### config.mk
export PLATFORM = sky130hd
export DESIGN_NAME = fetch_unit_flat
export DESIGN_NICKNAME = d
export VERILOG_FILES = /design/src/rtl/fetch_unit_if.sv /design/src/rtl/fetch_unit.sv /design/src/flat_wrapper.sv
export SDC_FILE = /design/constraint.sdc
export NUM_CORES = 2
export LEC_CHECK = 0
export CAP_MARGIN = 15
export CELL_PAD_IN_SITES_DETAIL_PLACEMENT = 0
export CELL_PAD_IN_SITES_GLOBAL_PLACEMENT = 1
export CORE_MARGIN = 2
export CORE_UTILIZATION = 51
export CTS_BUF_LIST = sky130_fd_sc_hd__clkbuf_4
export DETAILED_ROUTE_END_ITERATION = 10
export PLACE_DENSITY = 0.75
export SLEW_MARGIN = 20
export SYNTH_ARGS = -nofsm -noshare
export SYNTH_HDL_FRONTEND = slang
export SYNTH_SLANG_ARGS = --single-unit
### constraint.sdc
create_clock -name Clk -period 2.4 [get_ports Clk]
set_clock_uncertainty 0.1 [all_clocks]
set_input_delay 0.36 -clock Clk [delete_from_list [all_inputs] [get_ports Clk]]
set_output_delay 0.36 -clock Clk [all_outputs]
set_load 0.01 [all_outputs]
### src/rtl/fetch_unit_if.sv
// Fetch-unit control bus: run control, branch/halt decode, jump-table write
// port and the fetched-address / status readout.
interface fetch_unit_if;
  logic        Start;
  logic        Stall;
  logic        BranchEn;
  logic [7:0]  Jptr;
  logic        DoneIn;
  logic        LutWe;
  logic [7:0]  LutAddr;
  logic [9:0]  LutData;
  logic [9:0]  ProgCtr;
  logic        Valid;
  logic        Halted;
  logic [15:0] CycleCnt;

  modport master (
    output Start, Stall, BranchEn, Jptr, DoneIn, LutWe, LutAddr, LutData,
    input  ProgCtr, Valid, Halted, CycleCnt
  );

  modport slave (
    input  Start, Stall, BranchEn, Jptr, DoneIn, LutWe, LutAddr, LutData,
    output ProgCtr, Valid, Halted, CycleCnt
  );
endinterface

### src/rtl/fetch_unit.sv
// Program counter sequencer: IDLE/RUN/HALT control, jump-table branching
// through a 256-entry LUT and a saturating executed-cycle counter.
module fetch_unit (
  input logic         Clk,
  input logic         Reset,
  fetch_unit_if.slave bus
);

  typedef enum logic [1:0] {
    IDLE = 2'd0,
    RUN  = 2'd1,
    HALT = 2'd2
  } state_t;

  state_t      state;
  logic [9:0]  prog_ctr;
  logic [15:0] cycle_cnt;
  logic        halted;
  logic        start_q;
  logic        start_armed;
  logic        start_rise;
  logic        lut_wr;
  logic [9:0]  jump_lut [256];

  function automatic logic [15:0] sat_inc(input logic [15:0] c);
    return (c == 16'hFFFF) ? c : c + 16'd1;
  endfunction

  // A level held high across reset must drop low once before it can count
  // as a start edge, so the history register alone is not enough.
  assign start_rise = bus.Start && !start_q && start_armed;
  assign lut_wr     = bus.LutWe && ((state == IDLE) || (state == HALT));

  assign bus.ProgCtr  = prog_ctr;
  assign bus.CycleCnt = cycle_cnt;
  assign bus.Halted   = halted;
  assign bus.Valid    = (state == RUN) && !bus.Stall;

  always_ff @(posedge Clk or negedge Reset) begin
    if (!Reset) begin
      state       <= IDLE;
      prog_ctr    <= '0;
      cycle_cnt   <= '0;
      halted      <= 1'b0;
      start_q     <= 1'b0;
      start_armed <= 1'b0;
    end else begin
      start_q <= bus.Start;
      if (!bus.Start) start_armed <= 1'b1;
      case (state)
        IDLE, HALT: begin
          if (start_rise) begin
            state     <= RUN;
            prog_ctr  <= '0;
            cycle_cnt <= '0;
            halted    <= 1'b0;
          end
        end
        RUN: begin
          if (!bus.Stall) begin
            cycle_cnt <= sat_inc(cycle_cnt);
            // Halt wins over a same-cycle branch; PC stays on the halting instruction.
            if (bus.DoneIn) begin
              state  <= HALT;
              halted <= 1'b1;
            end else if (bus.BranchEn) begin
              prog_ctr <= jump_lut[bus.Jptr];
            end else begin
              prog_ctr <= prog_ctr + 10'd1;
            end
          end
        end
        default: begin
          state  <= IDLE;
          halted <= 1'b0;
        end
      endcase
    end
  end

  // Writes only land while not running, so the branch read always sees
  // the pre-edge contents.
  always_ff @(posedge Clk or negedge Reset) begin
    if (!Reset) begin
      for (int i = 0; i < 256; i++) jump_lut[i] <= '0;
    end else if (lut_wr) begin
      jump_lut[bus.LutAddr] <= bus.LutData;
    end
  end

endmodule

### src/flat_wrapper.sv
// flat-port wrapper written by rule: the top's interface ports become plain ports
module fetch_unit_flat 
  (Clk, Reset, bus_Start, bus_Stall, bus_BranchEn, bus_Jptr, bus_DoneIn, bus_LutWe, bus_LutAddr, bus_LutData, bus_ProgCtr, bus_Valid, bus_Halted, bus_CycleCnt);
  fetch_unit_if bus_i ();
  input logic Clk;
  input logic Reset;
  input wire logic [$bits(bus_i.Start)-1:0] bus_Start;
  input wire logic [$bits(bus_i.Stall)-1:0] bus_Stall;
  input wire logic [$bits(bus_i.BranchEn)-1:0] bus_BranchEn;
  input wire logic [$bits(bus_i.Jptr)-1:0] bus_Jptr;
  input wire logic [$bits(bus_i.DoneIn)-1:0] bus_DoneIn;
  input wire logic [$bits(bus_i.LutWe)-1:0] bus_LutWe;
  input wire logic [$bits(bus_i.LutAddr)-1:0] bus_LutAddr;
  input wire logic [$bits(bus_i.LutData)-1:0] bus_LutData;
  output wire logic [$bits(bus_i.ProgCtr)-1:0] bus_ProgCtr;
  output wire logic [$bits(bus_i.Valid)-1:0] bus_Valid;
  output wire logic [$bits(bus_i.Halted)-1:0] bus_Halted;
  output wire logic [$bits(bus_i.CycleCnt)-1:0] bus_CycleCnt;
  assign bus_i.Start = bus_Start;
  assign bus_i.Stall = bus_Stall;
  assign bus_i.BranchEn = bus_BranchEn;
  assign bus_i.Jptr = bus_Jptr;
  assign bus_i.DoneIn = bus_DoneIn;
  assign bus_i.LutWe = bus_LutWe;
  assign bus_i.LutAddr = bus_LutAddr;
  assign bus_i.LutData = bus_LutData;
  assign bus_ProgCtr = bus_i.ProgCtr;
  assign bus_Valid = bus_i.Valid;
  assign bus_Halted = bus_i.Halted;
  assign bus_CycleCnt = bus_i.CycleCnt;
  fetch_unit u_core (.Clk(Clk), .Reset(Reset), .bus(bus_i));
endmodule
After elaboration in Yosys (flattened, before gate mapping)
Index checks and enable logic that the tools add are counted.
Widths: inputs -> output; s select.
- add/subtract/negate cells: 2
- magnitude comparators: 3
- equal/unequal tests: 8
- multiplexer cells: 23
- bitwise operators: 2
- reductions and logical operators: 14
- operator list (kind ; count):
    $bwmux 2560 ; 1
    $bmux 10 s8 ; 1
    $demux 10 s8 ; 1
    $mux 10 ; 7
    $mux 16 ; 3
    $pmux 16 s2 ; 1
    $pmux 10 s2 ; 1
    $ge 9x9->1 const B ; 2
    $not 8->9 ; 2
    $add 16x1->16 const B ; 1
    $eq 16x16->1 const B ; 1
    $add 10x1->10 const B ; 1
    $lt 9x1->1 const B ; 1
    $ne 2x2->1 const B ; 4
    $reduce_and 4->1 ; 2
    $mux 2 ; 3
    $logic_and 1x1->1 ; 5
    $pmux 2 s2 ; 1
    $mux 1 ; 3
    $reduce_and 3->1 ; 1
    $eq 2x1->1 const B ; 1
    $eq 2x2->1 const B ; 1
    $logic_not 1->1 ; 2
    $logic_not 2->1 ; 1
    other kinds (5) ; 5
- flip-flop bits (word level): 2591
- input port bits: 33
- output and inout port bits: 28

Logic depth before layout (Yosys ltp)
- word-level depth: 8
- gate-level depth with buffers: 13

Worst setup path after synthesis
Ideal clock, no wire load.
- path type: input -> register
- start: in bus_Jptr[1]
- end: reg u_core.prog_ctr[3], in the netlist u_core.bus.ProgCtr[3]
- library setup time: 0.126 ns
- arrival time: 2.669 ns
- data required time: 2.174 ns
- slack: -0.495 ns
- stages: 10
- path buffers: 4
- path through: buf_2 > buf_4 > clkbuf_1 > buf_1 > mux4_2 > a32oi_1 > nand4_1 > a2111oi_2 > a21oi_1 > a221o_1
- longest elaborated chain between the ends: 8
- RTL lines (item ; line ; text):
    from (decl) ; flat_wrapper.sv:10 ; input wire logic [$bits(bus_i.Jptr)-1:0] bus_Jptr;
    $not 8->9 (implied by the code) ; fetch_unit.sv:67 ; prog_ctr <= jump_lut[bus.Jptr];
    $bmux 10 s8 ; fetch_unit.sv:67 ;
    $mux 10 (implied by the code) (2 in a row) ; fetch_unit.sv:67 ;
    $mux 10 ; fetch_unit.sv:66 ; end else if (bus.BranchEn) begin
    $mux 10 ; fetch_unit.sv:63 ; if (bus.DoneIn) begin
    $mux 10 ; fetch_unit.sv:60 ; if (!bus.Stall) begin
    $pmux 10 s2 ; fetch_unit.sv:50 ; case (state)
    to (signal assigned) ; fetch_unit.sv:67 ;
    to (signal assigned) ; fetch_unit.sv:69 ; prog_ctr <= prog_ctr + 10'd1;
    to (decl) ; fetch_unit.sv:16 ; logic [9:0] prog_ctr;
No other way between the ends. The select of a mux whose other input is x is not followed.
A chain may end at the register's enable or synchronous reset.

Worst setup path after layout
- start: reg u_core.state[0]
- end: reg u_core.jump_lut[2273] (netlist name)
- longest elaborated chain between the ends: 3
- RTL lines (item ; line ; text):
    from (decl) ; fetch_unit.sv:15 ; state_t state;
    from (signal assigned) ; fetch_unit.sv:41 ; state <= IDLE;
    from (signal assigned) ; fetch_unit.sv:53 ; state <= RUN;
    from (signal assigned) ; fetch_unit.sv:64 ; state <= HALT;
    $eq 2x2->1 / $logic_not 2->1 (equally long branches) ; fetch_unit.sv:32 ; assign lut_wr = bus.LutWe && ((state == IDLE) || (state == HALT));
    $logic_or 1x1->1 * ; fetch_unit.sv:32 ;
    $logic_and 1x1->1 * ; fetch_unit.sv:32 ;
    to (signal, indexed assignment) ; fetch_unit.sv:87 ; jump_lut[bus.LutAddr] <= bus.LutData;
    to (decl) ; fetch_unit.sv:23 ; logic [9:0] jump_lut [256];
Every way passes the cells marked *; elsewhere a longest branch is shown, timed or not.

==> impl_metrics.ini <==
[route]
top_layer_used = met5
antenna_left = 0
routed_via_density = 6.08
dr_wl_met2_um = 170000
met1_length_um = 150000
dr.pass1.iters = 5
wl_met3_um = 23000
route.detailed.drc = 0
wl_um = 358000
vias = 75000
first_iter_violations = 5573
post_drt_wl_per_cell_um = 29.0

[status]
outcome = finished, violations left
violations = negative setup slack

[sta]
finalSetupViolations = 1856
drv_slew = 0
worst_slew_pin_slew_ps = 1290
post-route-period-util_pct = 112
fin_ws_ps = -279
worst_slew_margin_rel_pct = 14.0
setup_tns_ps = -158580
timing.fmax_mhz = 373
finalHoldViolations = 0
min_period_ps = 2680
rsz0062_at_grt = true

[clocking]
cts_tree = built
cts_buffers = 701
path_clk_slew_ps = 60
clk_latency_ps = 1420
clock-root-buffer = clkbuf_4
h-tree-depth = 6
cts.sink_count = 2590
clk_path_buf_depth = 4

[global_route]
antenna_found_initial = 13
grt_max_degree = 118
overflow = 0
grt_pass1_vias = 79900
track_usage_pct = 30.5
grt_pass1_wl_um = 532000

[floorplanning]
die_w_um = 485
pin_count = 61
dieHeight_um = 485
placementRows = 176
core_mm2 = 0.230
initial_core_util_pct = 51.2
die_area_mm2 = 0.235

[placement]
dpl.hpwl_um = 235000
dp.cells = 11000
io_buffer_count = 60
gp_congestion = 0.944
placed_area_mm2 = 0.131

[worst_setup_path]
crit_type = register to register
end_kind = register
cp_max_fo = 8
r2r_slack_ps = -280
r2r_cells = 10
timing.rr.start = u_core.state[0]
worstPathArrival_ps = 3800
r2r_end = u_core.jump_lut[2273]
cp_data_required_time_ps = 3520
startpoint_type = register

[power]
p_leak_nw = 71.1
power_mw = 95.3
irDropWorstVdd_mv = 0.500
power_density_mw_per_mm2 = 657

[logic_synthesis]
ys_warn_count = 0
postSynthCellCount = 7381
avgSynthCellArea_um2 = 16.0
syn_nets = 7416
synth_cell_types = 60
ys_seq_area_share_pct = 55.0
synth_flop_cell = dfrtp_1
ys_ff_latch = 2590
synth_edf_count = 0
syn-cell-area_mm2 = 0.118
synthArstFlopShare_pct = 100

[finish]
multi_input_area_mm2 = 0.0527
drive_gt1_share_pct = 61.9
fillers = 16900
regArea_mm2 = 0.0648
postLayoutCellArea_mm2 = 0.145
nets = 8858
syn_to_final_growth_pct = 23.0
final_core_util_pct = 63.0
fin_cells = 12300

[hold_path]
hold_path.startpoint = bus_LutData[2]
whs_endpoint = u_core.jump_lut[2352]
hold_depth = 3
hold_class = input port to register

[flow_run]
drv_cap = 0
## state kept, by name (all words and copies together), names as in the netlist
signal	cells
u_core.bus.CycleCnt	16
u_core.bus.ProgCtr	10
u_core.bus.Halted	1
u_core.start_armed	1
u_core.start_q	1
u_core.state	1
u_core.jump_lut	2560
## cell families after synthesis
| kind of cell | Yosys count | share of synthesized area, % |
|---|---|---|
| xor gates and xnor gates | 14 | 0.104 |
| and+or+nand+nor | 603 | 2.22 |
| adders and majority gates | 2 | 0.0212 |
| buffers and inverters | 543 | 2.08 |
| muxes | 3438 | 39.4 |
| AOI/OAI and AO/OA | 191 | 1.13 |
| DFF | 2590 | 55.0 |
## critical path, cell delays in order, from the launching register on
cell and delay [ps]:
dfrtp_2 440, buf_12 160, nand2b_4 160, or3_4 370, inv_4 70, nand3_4 160, buf_12 230, buf_12 150
nor2_4 140, buf_12 170, mux2_4 310
## synthesized netlist by cell type, drive strengths merged (15+ instances only)
library cell     n  share of area, %
a211oi          15             0.096
a21oi           27              0.11
a22oi           36              0.23
buf            153              0.84
clkbuf         383               1.2
dfrtp         2590                55
mux2          2568                25
mux2i          170               1.4
mux4           700                13
nand2          286              0.91
nand3           71              0.30
nand4           17             0.090
nor2           151              0.50
o21ai           22             0.093
o22ai           26              0.14
## where the power goes
group	leakage, nW	internal, mW	switching [mW]
clock	5.20	20.8	18.4
combinational	30.1	4.40	5.00
sequential	35.9	45.6	1.02
## cells in the final DEF (no fill, tap or decap), types with 10 or more instances in the layout
cell type	n
nand2_2	14
nand4_1	17
o221ai_1	10
a21oi_1	19
o22ai_1	20
nor2_4	44
mux2_2	2407
buf_4	722
nand2_1	219
dfrtp_1	2585
nand2_4	26
and3_1	10
nand2_8	29
o21ai_0	16
clkdlybuf4s50_1	15
buf_6	97
clkinv_1	110
a22oi_1	29
mux2i_1	164
dlygate4sd3_1	34
buf_8	23
nor2_1	99
mux4_1	12
and2_1	11
clkbuf_4	1040
buf_2	22
bufinv_16	11
buf_16	24
a211oi_1	13
nand3_1	67
nand2b_1	13
mux4_2	688
a31oi_1	10
mux2_4	161
buf_12	320
## what timing repair did
action                     in CTS  in global routing
setup buffers                  65                 26
gates resized for setup       538                263
hold endpoints to repair     5180                  0
pin swaps                      66                 43
hold buffers                   40                  0
gates cloned                   30                 14
setup endpoints to repair     746               2473
## final cells by class
class	instances	area share (%)
Clock buffer	1040	5.39
Sequential cell	2590	44.7
Timing Repair Buffer	1273	10.2
Antenna cell	9	0.0155
Tap cell	3026	2.61
Multi-Input combinational cell	4250	36.4
Clock inverter	149	0.631
Inverter	7	0.0233
## per-layer routing
metal,up-vias,global-route usage [%]
met5,-,0
met2,2593,47.7
met3,677,6.39
li1,31100,-
met4,10,12.6
met1,40700,41.9
## stage by stage
stage	hold slack [ps]	worst slack, ps
after floorplan	-35.6	-340
after global placement	352	-1390
after detailed placement	354	-1320
after CTS	3.67	-370
after global routing	45.2	-360
final	92.2	-279
## worst max path at each step
stage,startpoint,to,cells after the start
6_report,u_core.state[0],u_core.jump_lut[2273],10
5_1_grt,u_core.bus.Halted,bus_Valid,4
4_1_cts,u_core.bus.Halted,bus_Valid,4
3_5_place_dp,bus_Jptr[0],u_core.bus.ProgCtr[2],10
3_3_place_gp,bus_Jptr[0],u_core.bus.ProgCtr[3],11
2_1_floorplan,bus_Jptr[0],u_core.bus.ProgCtr[3],11
No activity file was read; power rests on OpenSTA's default activity.
